**src/rtl/uart_caesar_encoder_core.sv**
```systemverilog
// ============================================================================
// Module   : uart_caesar_encoder_core
// Purpose  : Buffers one newline-terminated frame, applies a Caesar shift keyed
//            by the frame's first byte, and streams the result back out.
//            Optional macro CAESAR_DIGIT_ROT_EN also rotates digits mod 10.
// Revision : 1.0 - initial release
// ============================================================================
`default_nettype none

module uart_caesar_encoder_core #(
    parameter int MAX_LEN = 64
) (
    input  logic       clk,
    input  logic       rst_n,
    input  logic [7:0] in_data,
    input  logic       in_valid,
    output logic       in_ready,
    output logic [7:0] out_data,
    output logic       out_valid,
    input  logic       out_ready,
    output logic       busy,
    output logic       overflow
);

    localparam int c_cnt_w  = $clog2(MAX_LEN + 1);
    localparam int c_addr_w = (MAX_LEN > 1) ? $clog2(MAX_LEN) : 1;
    localparam logic [c_cnt_w-1:0] c_max_len = c_cnt_w'(MAX_LEN);
    localparam logic [c_cnt_w-1:0] c_one     = c_cnt_w'(1);
    localparam logic [7:0] c_lf   = 8'h0A;
    localparam logic [7:0] c_bang = 8'h21;

    typedef enum logic [1:0] {
        S_WAIT_KEY = 2'd0,
        S_LOAD     = 2'd1,
        S_ENCODE   = 2'd2,
        S_SEND     = 2'd3
    } state_t;

    state_t             state_q, state_d;
    logic [4:0]         key_q, key_d;
    logic [c_cnt_w-1:0] count_q, count_d;
    logic [c_cnt_w-1:0] idx_q, idx_d;
    logic               out_valid_q, out_valid_d;
    logic [7:0]         out_data_q, out_data_d;
    logic               overflow_q, overflow_d;
    logic               rdy_en_q;

    logic [7:0]          mem_q [MAX_LEN];
    logic                buf_we;
    logic [c_addr_w-1:0] buf_waddr;
    logic [7:0]          buf_wdata;

    logic               w_accept;
    logic [4:0]         w_key_in;
    logic [c_cnt_w-1:0] w_idx_nxt;
    logic [7:0]         w_rd_idx;
    logic [7:0]         w_rd_first;
    logic [7:0]         w_rd_next;
    logic               w_last;
    logic [7:0]         w_byte_next;

    // Letters use a single conditional subtract: (c-base)+key never exceeds 50.
    function automatic logic [7:0] caesar(input logic [7:0] c, input logic [4:0] k);
        logic [5:0] sum;
        logic [7:0] res;
        res = c;
        sum = '0;
        if (c >= 8'h41 && c <= 8'h5A) begin
            sum = 6'(c - 8'h41) + 6'(k);
            if (sum >= 6'd26) sum = sum - 6'd26;
            res = 8'h41 + 8'(sum);
        end else if (c >= 8'h61 && c <= 8'h7A) begin
            sum = 6'(c - 8'h61) + 6'(k);
            if (sum >= 6'd26) sum = sum - 6'd26;
            res = 8'h61 + 8'(sum);
        end
`ifdef CAESAR_DIGIT_ROT_EN
        else if (c >= 8'h30 && c <= 8'h39) begin
            sum = 6'(c - 8'h30) + 6'(k % 5'd10);
            if (sum >= 6'd10) sum = sum - 6'd10;
            res = 8'h30 + 8'(sum);
        end
`endif
        return res;
    endfunction

    assign in_ready  = rdy_en_q && ((state_q == S_WAIT_KEY) || (state_q == S_LOAD));
    assign busy      = (state_q != S_WAIT_KEY);
    assign out_valid = out_valid_q;
    assign out_data  = out_data_q;
    assign overflow  = overflow_q;

    assign w_accept  = in_valid && in_ready;
    assign w_key_in  = (in_data >= 8'h30 && in_data <= 8'h39) ? 5'(in_data - 8'h30)
                                                               : 5'(in_data % 8'd26);
    assign w_idx_nxt  = idx_q + c_one;
    assign w_rd_idx   = mem_q[idx_q[c_addr_w-1:0]];
    assign w_rd_first = mem_q[0];
    assign w_rd_next  = mem_q[w_idx_nxt[c_addr_w-1:0]];

    // During an overflowed frame the send sequence is just "!" then LF.
    assign w_last      = overflow_q ? (idx_q == c_one) : (idx_q == count_q);
    assign w_byte_next = overflow_q ? c_lf : ((w_idx_nxt < count_q) ? w_rd_next : c_lf);

    always_comb begin
        state_d     = state_q;
        key_d       = key_q;
        count_d     = count_q;
        idx_d       = idx_q;
        out_valid_d = out_valid_q;
        out_data_d  = out_data_q;
        overflow_d  = overflow_q;
        buf_we      = 1'b0;
        buf_waddr   = count_q[c_addr_w-1:0];
        buf_wdata   = in_data;

        case (state_q)
            S_WAIT_KEY: begin
                if (w_accept) begin
                    key_d      = w_key_in;
                    count_d    = '0;
                    idx_d      = '0;
                    overflow_d = 1'b0;
                    state_d    = S_LOAD;
                end
            end
            S_LOAD: begin
                if (w_accept) begin
                    if (in_data == c_lf) begin
                        idx_d   = '0;
                        state_d = S_ENCODE;
                    end else if (count_q < c_max_len) begin
                        buf_we  = 1'b1;
                        count_d = count_q + c_one;
                    end else begin
                        overflow_d = 1'b1;
                    end
                end
            end
            S_ENCODE: begin
                if (overflow_q) begin
                    idx_d   = '0;
                    state_d = S_SEND;
                end else if (idx_q < count_q) begin
                    buf_we    = 1'b1;
                    buf_waddr = idx_q[c_addr_w-1:0];
                    buf_wdata = caesar(w_rd_idx, key_q);
                    idx_d     = w_idx_nxt;
                end else begin
                    // Present the first byte on the same edge we enter S_SEND.
                    idx_d       = '0;
                    out_valid_d = 1'b1;
                    out_data_d  = (count_q == '0) ? c_lf : w_rd_first;
                    state_d     = S_SEND;
                end
            end
            S_SEND: begin
                if (!out_valid_q) begin
                    out_valid_d = 1'b1;
                    out_data_d  = overflow_q ? c_bang : c_lf;
                end else if (out_ready) begin
                    if (w_last) begin
                        out_valid_d = 1'b0;
                        idx_d       = '0;
                        state_d     = S_WAIT_KEY;
                    end else begin
                        idx_d      = w_idx_nxt;
                        out_data_d = w_byte_next;
                    end
                end
            end
            default: state_d = S_WAIT_KEY;
        endcase
    end

    always_ff @(posedge clk or negedge rst_n) begin
        if (!rst_n) begin
            state_q     <= S_WAIT_KEY;
            key_q       <= '0;
            count_q     <= '0;
            idx_q       <= '0;
            out_valid_q <= 1'b0;
            out_data_q  <= '0;
            overflow_q  <= 1'b0;
            rdy_en_q    <= 1'b0;
        end else begin
            state_q     <= state_d;
            key_q       <= key_d;
            count_q     <= count_d;
            idx_q       <= idx_d;
            out_valid_q <= out_valid_d;
            out_data_q  <= out_data_d;
            overflow_q  <= overflow_d;
            rdy_en_q    <= 1'b1;
        end
    end

    // Message storage is deliberately left out of reset.
    always_ff @(posedge clk) begin
        if (buf_we) mem_q[buf_waddr] <= buf_wdata;
    end

endmodule

`default_nettype wire

```
**config.mk**
```make
export PLATFORM = sky130hd
export DESIGN_NAME = uart_caesar_encoder_core
export DESIGN_NICKNAME = d
export VERILOG_FILES = /design/src/rtl/uart_caesar_encoder_core.sv
export SDC_FILE = /design/constraint.sdc
export NUM_CORES = 1
export LEC_CHECK = 0
export CORE_MARGIN = 5
export CORE_UTILIZATION = 55
export CTS_BUF_LIST = sky130_fd_sc_hd__clkbuf_4
export DETAILED_ROUTE_END_ITERATION = 7
export DONT_BUFFER_PORTS = 1
export PLACE_DENSITY = 0.73
export SETUP_SLACK_MARGIN = 0.15
export SYNTH_ARGS = -nofsm -noshare
export SYNTH_HDL_FRONTEND = slang
export SYNTH_SLANG_ARGS = --single-unit
```
**constraint.sdc**
```tcl
create_clock -name clk -period 8.1 [get_ports clk]
set_clock_uncertainty 0.15 [all_clocks]
set_input_delay 1.62 -clock clk [delete_from_list [all_inputs] [get_ports clk]]
set_output_delay 1.62 -clock clk [all_outputs]
set_load 0.005 [all_outputs]
```
Word level (Yosys, flattened, before mapping)
Memory sizes are Yosys's and may differ from the RTL's. Cells that the tools add are included.

Input bits: 12. Output and inout port bits: 12. Flip-flop bits (word level): 32. ROM bits: 0. Bits in latches: 0. Bits in writable memories: 512. Memories kept: 1. Word-level logic and storage cells: 142.

Muxes and demuxes: 72. Add/subtract/negate cells: 11. Div/mod/pow operators: 1. Eq/ne operators: 20. $lt $le $gt $ge: 11. Shifts and indexed selects: 0. Multiply operators: 0. Reduce and logical (&&, ||, !) cells: 18. Bitwise operators: 0.

Memories: mem_q (depth 64, width 8, read ports 3, clocked after Yosys merged registers in 0, write ports 1, line 48) `logic [7:0] mem_q [MAX_LEN];`.

Operators with widths (count): two-way mux 8 bit (13); two-way mux 6 bit (15); two-way mux 7 bit (11); one-hot mux 7 bit (4 select lines) (1); AND reduction 5 bit (4); != test 2 bit, second input constant (9); two-way mux 1 bit (17); adder 7 x 6 -> 8 bit, first input constant (2); >= comparator 8 x 7 -> 1 bit, second input constant (2); less-or-equal comparator 8 x 7 -> 1 bit, second input constant (2); two-way mux 2 bit (8); one-hot mux 8 bit (2 select lines) (1); adder 7 x 1 -> 7 bit, second input constant (2); less-than comparator 7 bit (2); one-hot mux 7 bit (2 select lines) (1); adder 6 x 5 -> 6 bit (2); >= comparator 6 x 5 -> 1 bit, second input constant (2); subtractor 6 x 5 -> 6 bit, second input constant (2); != test 3 bit, second input constant (3); equality test 8 x 4 -> 1 bit, second input constant (1); >= comparator 8 x 6 -> 1 bit, second input constant (1); less-or-equal comparator 8 x 6 -> 1 bit, second input constant (1); modulo 8 x 5 -> 8 bit, second input constant (1); one-hot mux 2 bit (4 select lines) (1); other kinds (19) (29).

Longest topological paths before layout
An unclocked memory read counts as a cell.

Depth after elaboration: 16. Depth in mapped cells: 27. Gate-level depth less buffers: 23.

Worst setup path before layout
OpenSTA, ideal clock, no wires.

Kind: register to register. Start point: register idx_q[0]. End point: memory mem_q[0][7] (data pin). Buffers on the path: 3. Data arrival time: 7.396 ns. Setup time: 0.721 ns. Data required time: 7.229 ns. Setup slack: -0.167 ns. Period minus slack after synthesis: 8.267 ns. Stages on the path, launching flop included: 23. Cell sequence: dfrtp_1 buf_2 buf_6 buf_4 mux4_2 mux4_2 o21ai_0 o211ai_1 inv_1 ha_1 inv_1 ha_1 inv_1 fa_1 nor2b_1 nor3b_1 mux2i_1 o21ai_0 mux2i_1 mux2i_1 o31ai_1 a211oi_1 a211oi_1.

Longest elaborated chain between the ends: 16. Elaborated cells on any way between the ends: 34. Classes of those cells: add/sub (8); order compare (7); mux (16); reduce/logical (2); memory (1).

RTL lines: start: declaration (line 42) `logic [c_cnt_w-1:0] idx_q, idx_d;`; start signal: assignment (line 190) `idx_q <= idx_d;`; memory read (64 x 8 bit); subtractor 6 bit (line 73) `sum = 6'(c - 8'h61) + 6'(k);`; adder 6 x 5 -> 6 bit (line 73); subtractor 6 x 5 -> 6 bit or >= comparator 6 x 5 -> 1 bit (tied branches) (line 74) `if (sum >= 6'd26) sum = sum - 6'd26;`; two-way mux 6 bit (line 74); two-way mux 6 bit (line 72) `end else if (c >= 8'h61 && c <= 8'h7A) begin`; two-way mux 6 bit (line 68) `if (c >= 8'h41 && c <= 8'h5A) begin`; two-way mux 6 bit (line 144) `end else if (idx_q < count_q) begin`; two-way mux 6 bit (line 141) `if (overflow_q) begin`; two-way mux 6 bit (line 117) `case (state_q)`; adder 7 x 6 -> 8 bit (line 75) `res = 8'h61 + 8'(sum);`; two-way mux 8 bit (line 72); two-way mux 8 bit (line 68); two-way mux 8 bit * (line 144); two-way mux 8 bit * (line 141); two-way mux 8 bit * (line 117); net buf_wdata[7] (line 51) `logic [7:0] buf_wdata;`; end: declaration (line 48).

The timed path passes the listed nets; every way through them passes the cells marked *. The select of a mux whose other input is x is not followed.

Final worst setup path
Start point: register idx_q[0]. End point: memory mem_q[23][1] (data pin).

Same word-level chain as after synthesis.

==> qor.csv <==
stage,metric,value,unit
floorplan,DIE AREA,55000,um2
yosys,number of different library cells in the post-synthesis netlist,75,
power_and_ir_drop,LEAKAGE,9.99,nW
power_and_ir_drop,areal power density over the cells,382,nW/um2
yosys,fraction of the mapped netlist area in compound gates,5.18,%
yosys,multiplexer share of the synthesized area,26.1,%
yosys,number of synthesized register bits,544,
placement,Detail Placement HPWL,50600,um
cells_and_area,number of standard cells in the final layout excluding fillers,2511,
timing,number of hold violations in the final report,0,
global_routing,first-pass GRT wire length,114000,um
detailed_routing,total via count in the routed design,17511,
placement,cell area after placement,28800,um2
yosys,adder and majority gate portion of the synthesized area,1.68,%
clock_network,clock input transition at the sequential cells of the worst setup and hold paths,0.07,ns
critical_path,critical path launch point type,register,
run_status,status,completed,
timing,final count of pins violating max slew,0,
global_routing,grt met3 use,10.7,%
placement,# placed instances,2259,
floorplan,number of standard-cell rows in the floorplan,82,
placement,gp weighted congestion,0.933,
power_and_ir_drop,maximum vdd ir drop,0.282,mV
yosys,main combinational cell family by area after synthesis,multiplexers,
clock_network,Root Buffer,sky130_fd_sc_hd__clkbuf_4,
clock_network,hold-fix buffers at CTS,0,
cells_and_area,final-stage net count,1780,
clock_network,clock latency on the worst-skew pair,0.98,ns
detailed_routing,routed len/inst,30.7,um
floorplan,effective utilization at floorplan,55.4,%
detailed_routing,DRC violation count after routing,0,
cells_and_area,area overhead of the layout relative to synthesis,10.6,%
yosys,synthesized area per cell,17.1,um2
global_routing,global-route met1 utilization,38.0,%
detailed_routing,routed vias/inst,6.97,
critical_path,data required time at the worst endpoint,8.66,ns
timing,Total Neg Setup Slack,0,ns
timing,slew at the pin closest to its max-slew limit,1.27,ns
detailed_routing,sum of routed wire length over all layers,77200,um
cells_and_area,post-route cell area,30700,um2
timing,final period utilization,93.7,%
critical_path,type of the worst setup path,register to register,
critical_path,Worst Setup End Kind,register,
floorplan,die outline height,235,um
yosys,sequential share of the synthesized area,58.3,%
worst_hold_path,worst hold-check path type,primary input to asynchronous set/reset pin,
yosys,simple logic cell fraction of the synthesized area,5.14,%
detailed_routing,remaining number of nets flagged by the antenna check after routing,0,
global_routing,vias in the first global route,17601,
cells_and_area,fraction of layout instances using a drive strength above 1,34.8,%
yosys,number of synthesized flops with an enable pin,512,
cells_and_area,Layout Utilization,61.3,%
cells_and_area,"top library cells by usage in the layout, fill and taps aside","sky130_fd_sc_hd__edfxtp_1 (512), sky130_fd_sc_hd__mux4_2 (294), sky130_fd_sc_hd__clkbuf_4 (203)",
clock_network,number of buffers added by the clock tree synthesis step,144,
timing,unrepaired setup endpoints after global routing,no,
critical_path,"Arr. time, crit path",8.16,ns
placement,post-placement setup slack,0.404,ns
yosys,share of synthesized flip-flops with an asynchronous set or reset,5.88,%
timing,maximum achievable frequency,0.132,GHz
yosys,yosys warns,0,
timing,tightest slew margin relative to the limit,14.0,%
global_routing,maximum number of pins on one net before global-route repair,65,
floorplan,ports placed on the boundary,24,
yosys,gate count of the mapped netlist,1622,
power_and_ir_drop,total chip power,11.7,mW
timing,setup-violating endpoint count in the final report,0,
clock_network,H-Tree Depth,4,
global_routing,initial antenna violation count,6,
clock_network,total clock sinks,544,
clock_network,number of post-CTS setup repair buffers,0,
global_routing,Total GRT Usage,28.8,%
job,max capacitance violation total,0,
yosys,Post-Synthesis Net Count,1669,
yosys,xor and xnor area share after synthesis,0.695,%
global_routing,global routing's busiest layer,met2,
yosys,Synth Cell Area,27700,um2
clock_network,clock tree from TritonCTS,yes,
critical_path,top fanout value on the critical path,34,
clock_network,clock tree buffer depth,3,
detailed_routing,first drt pass iteration count,6,
yosys,commonest register cell after synthesis,sky130_fd_sc_hd__edfxtp_1,
global_routing,Overflow after GRT,0,
timing,final setup slack of the worst path,0.507,ns
detailed_routing,number of DRC markers after the initial detailed-route iteration,2381,
placement,number of buffers inserted by port buffering,0,
floorplan,core area,50100,um2
timing,clock period minus final worst setup slack,7.59,ns
cells_and_area,"leading cell type in the layout, fill and taps excluded",sky130_fd_sc_hd__edfxtp_1,
timing,smallest hold slack,0.191,ns
floorplan,floorplan die width,235,um
global_routing,GRT met2 Usage,43.3,%
## cells by family (layout without fill, tap and decap cells)
| kind of cell | count (synthesis) | count (layout) |
|---|---|---|
| AO/OA/AOI/OAI | 208 | 208 |
| XOR/XNOR | 22 | 22 |
| adder cells (fa/ha/maj) | 37 | 37 |
| buffers and inverters | 155 | 368 |
| flip-flops | 544 | 544 |
| multiplexers | 349 | 349 |
| other | 1 | 5 |
| AND/OR/NAND/NOR | 306 | 306 |
## sequential cells by signal, summed over array words and instances (netlist names)
signal     flops
mem_q        512
out_data       8
count_q        7
idx_q          7
key_q          5
state_q        2
out_valid      1
overflow       1
rdy_en_q       1
## worst paths after layout
path                                      start                endpoint  slack [ns]  depth (start not counted)
max                        idx_q[0]$_DFFE_PN0P_  mem_q[23][1]$_DFFE_PP_        0.51                         22
min                                       rst_n  count_q[0]$_DFFE_PN0P_        0.19                          0
max reg2reg                idx_q[0]$_DFFE_PN0P_  mem_q[23][1]$_DFFE_PP_        0.51                         22
min reg2reg                key_q[1]$_DFFE_PN0P_    key_q[1]$_DFFE_PN0P_        0.37                          2
max in group asynchronous                 rst_n      rdy_en_q$_DFF_PN0_        7.51                          0
min in group clk           key_q[1]$_DFFE_PN0P_    key_q[1]$_DFFE_PN0P_        0.37                          2
## synth_stat cells (4+ instances only)
cell type                   number  area, um2
sky130_fd_sc_hd__a22oi_1        18        135
sky130_fd_sc_hd__a21oi_1        28        140
sky130_fd_sc_hd__nor2b_1        13       81.3
sky130_fd_sc_hd__a22o_1          8       70.1
sky130_fd_sc_hd__o31a_1          4       35.0
sky130_fd_sc_hd__or3_1           4       25.0
sky130_fd_sc_hd__nor2_1        108        405
sky130_fd_sc_hd__and3_1          5       31.3
sky130_fd_sc_hd__buf_1           5       18.8
sky130_fd_sc_hd__o211ai_1        6       45.0
sky130_fd_sc_hd__dfrtp_1        32        801
sky130_fd_sc_hd__nand2b_1       13       81.3
sky130_fd_sc_hd__mux4_2        294       6620
sky130_fd_sc_hd__xor2_1          5       43.8
sky130_fd_sc_hd__nor3b_1         4       30.0
sky130_fd_sc_hd__ha_1           34        425
sky130_fd_sc_hd__inv_1          46        173
sky130_fd_sc_hd__xnor2_1        17        149
sky130_fd_sc_hd__a211oi_1       12       90.1
sky130_fd_sc_hd__a32oi_1         5       43.8
sky130_fd_sc_hd__o31ai_1         4       30.0
sky130_fd_sc_hd__o21a_1         16        120
sky130_fd_sc_hd__nand3_1        30        150
sky130_fd_sc_hd__mux2_2         20        225
sky130_fd_sc_hd__edfxtp_1      512      15400
sky130_fd_sc_hd__buf_6          11        124
sky130_fd_sc_hd__and2_1          6       37.5
sky130_fd_sc_hd__o2111ai_1       4       35.0
sky130_fd_sc_hd__buf_4          21        158
sky130_fd_sc_hd__mux2i_1        32        320
sky130_fd_sc_hd__o22ai_1         5       31.3
sky130_fd_sc_hd__a31oi_1        22        138
sky130_fd_sc_hd__clkbuf_1       43        161
sky130_fd_sc_hd__nand4_1        10       62.6
sky130_fd_sc_hd__buf_2          24        120
sky130_fd_sc_hd__nand2_1        66        248
sky130_fd_sc_hd__nor3_1         34        170
sky130_fd_sc_hd__o21ai_0        39        195
## layer usage
layer | share of wire [%] | wire length [um] | vias to the layer above
li1 | - | - | 7103
met1 | 36 | 27800 | 8792
met2 | 45 | 35100 | 1367
met3 | 14 | 10500 | 245
met4 | 4.9 | 3780 | 4
met5 | 0.043 | 33 | -
## layout make-up
type,count,area [um2]
sequential,544,16200
antenna,4,10.0
inverter,49,184
clock inverter,45,334
multi-input combinational,923,11000
timing repair buffer,71,646
clock buffer,203,1520
fill,3648,19400
tap,672,841
## worst max-delay path: stages (launching register included)
cell                        delay [ns]
sky130_fd_sc_hd__dfrtp_4          0.85
sky130_fd_sc_hd__mux4_2           0.59
sky130_fd_sc_hd__mux2_2           0.28
sky130_fd_sc_hd__a21oi_1          0.36
sky130_fd_sc_hd__a2bb2oi_1        0.42
sky130_fd_sc_hd__o311ai_0         0.51
sky130_fd_sc_hd__inv_1            0.21
sky130_fd_sc_hd__ha_1             0.16
sky130_fd_sc_hd__inv_1            0.04
sky130_fd_sc_hd__ha_1             0.19
sky130_fd_sc_hd__inv_1            0.07
sky130_fd_sc_hd__fa_1             0.23
sky130_fd_sc_hd__xor2_1           0.40
sky130_fd_sc_hd__nor3b_1          0.10
sky130_fd_sc_hd__mux2i_1          0.32
sky130_fd_sc_hd__o21ai_0          0.26
sky130_fd_sc_hd__mux2i_1          0.44
sky130_fd_sc_hd__xnor2_1          0.12
sky130_fd_sc_hd__ha_1             0.29
sky130_fd_sc_hd__mux2_2           0.15
sky130_fd_sc_hd__mux2i_1          0.10
sky130_fd_sc_hd__o21ai_4          0.58
sky130_fd_sc_hd__buf_4            0.47
## power breakdown
group          total, mW  leakage [nW]  internal (mW)  switching [mW]
registers           3.77          5.00           3.64           0.131
clock network       2.48          1.10           1.34            1.14
logic               5.48          3.89           2.22            3.26
## repair_timing
| action | 4_1_cts | 5_1_grt |
|---|---|---|
| endpoints found under the setup margin | 0 | 128 |
| hold endpoints to repair | 0 | 0 |
| resized for setup | 0 | 2 |
Power figures use the tool's default switching activity.
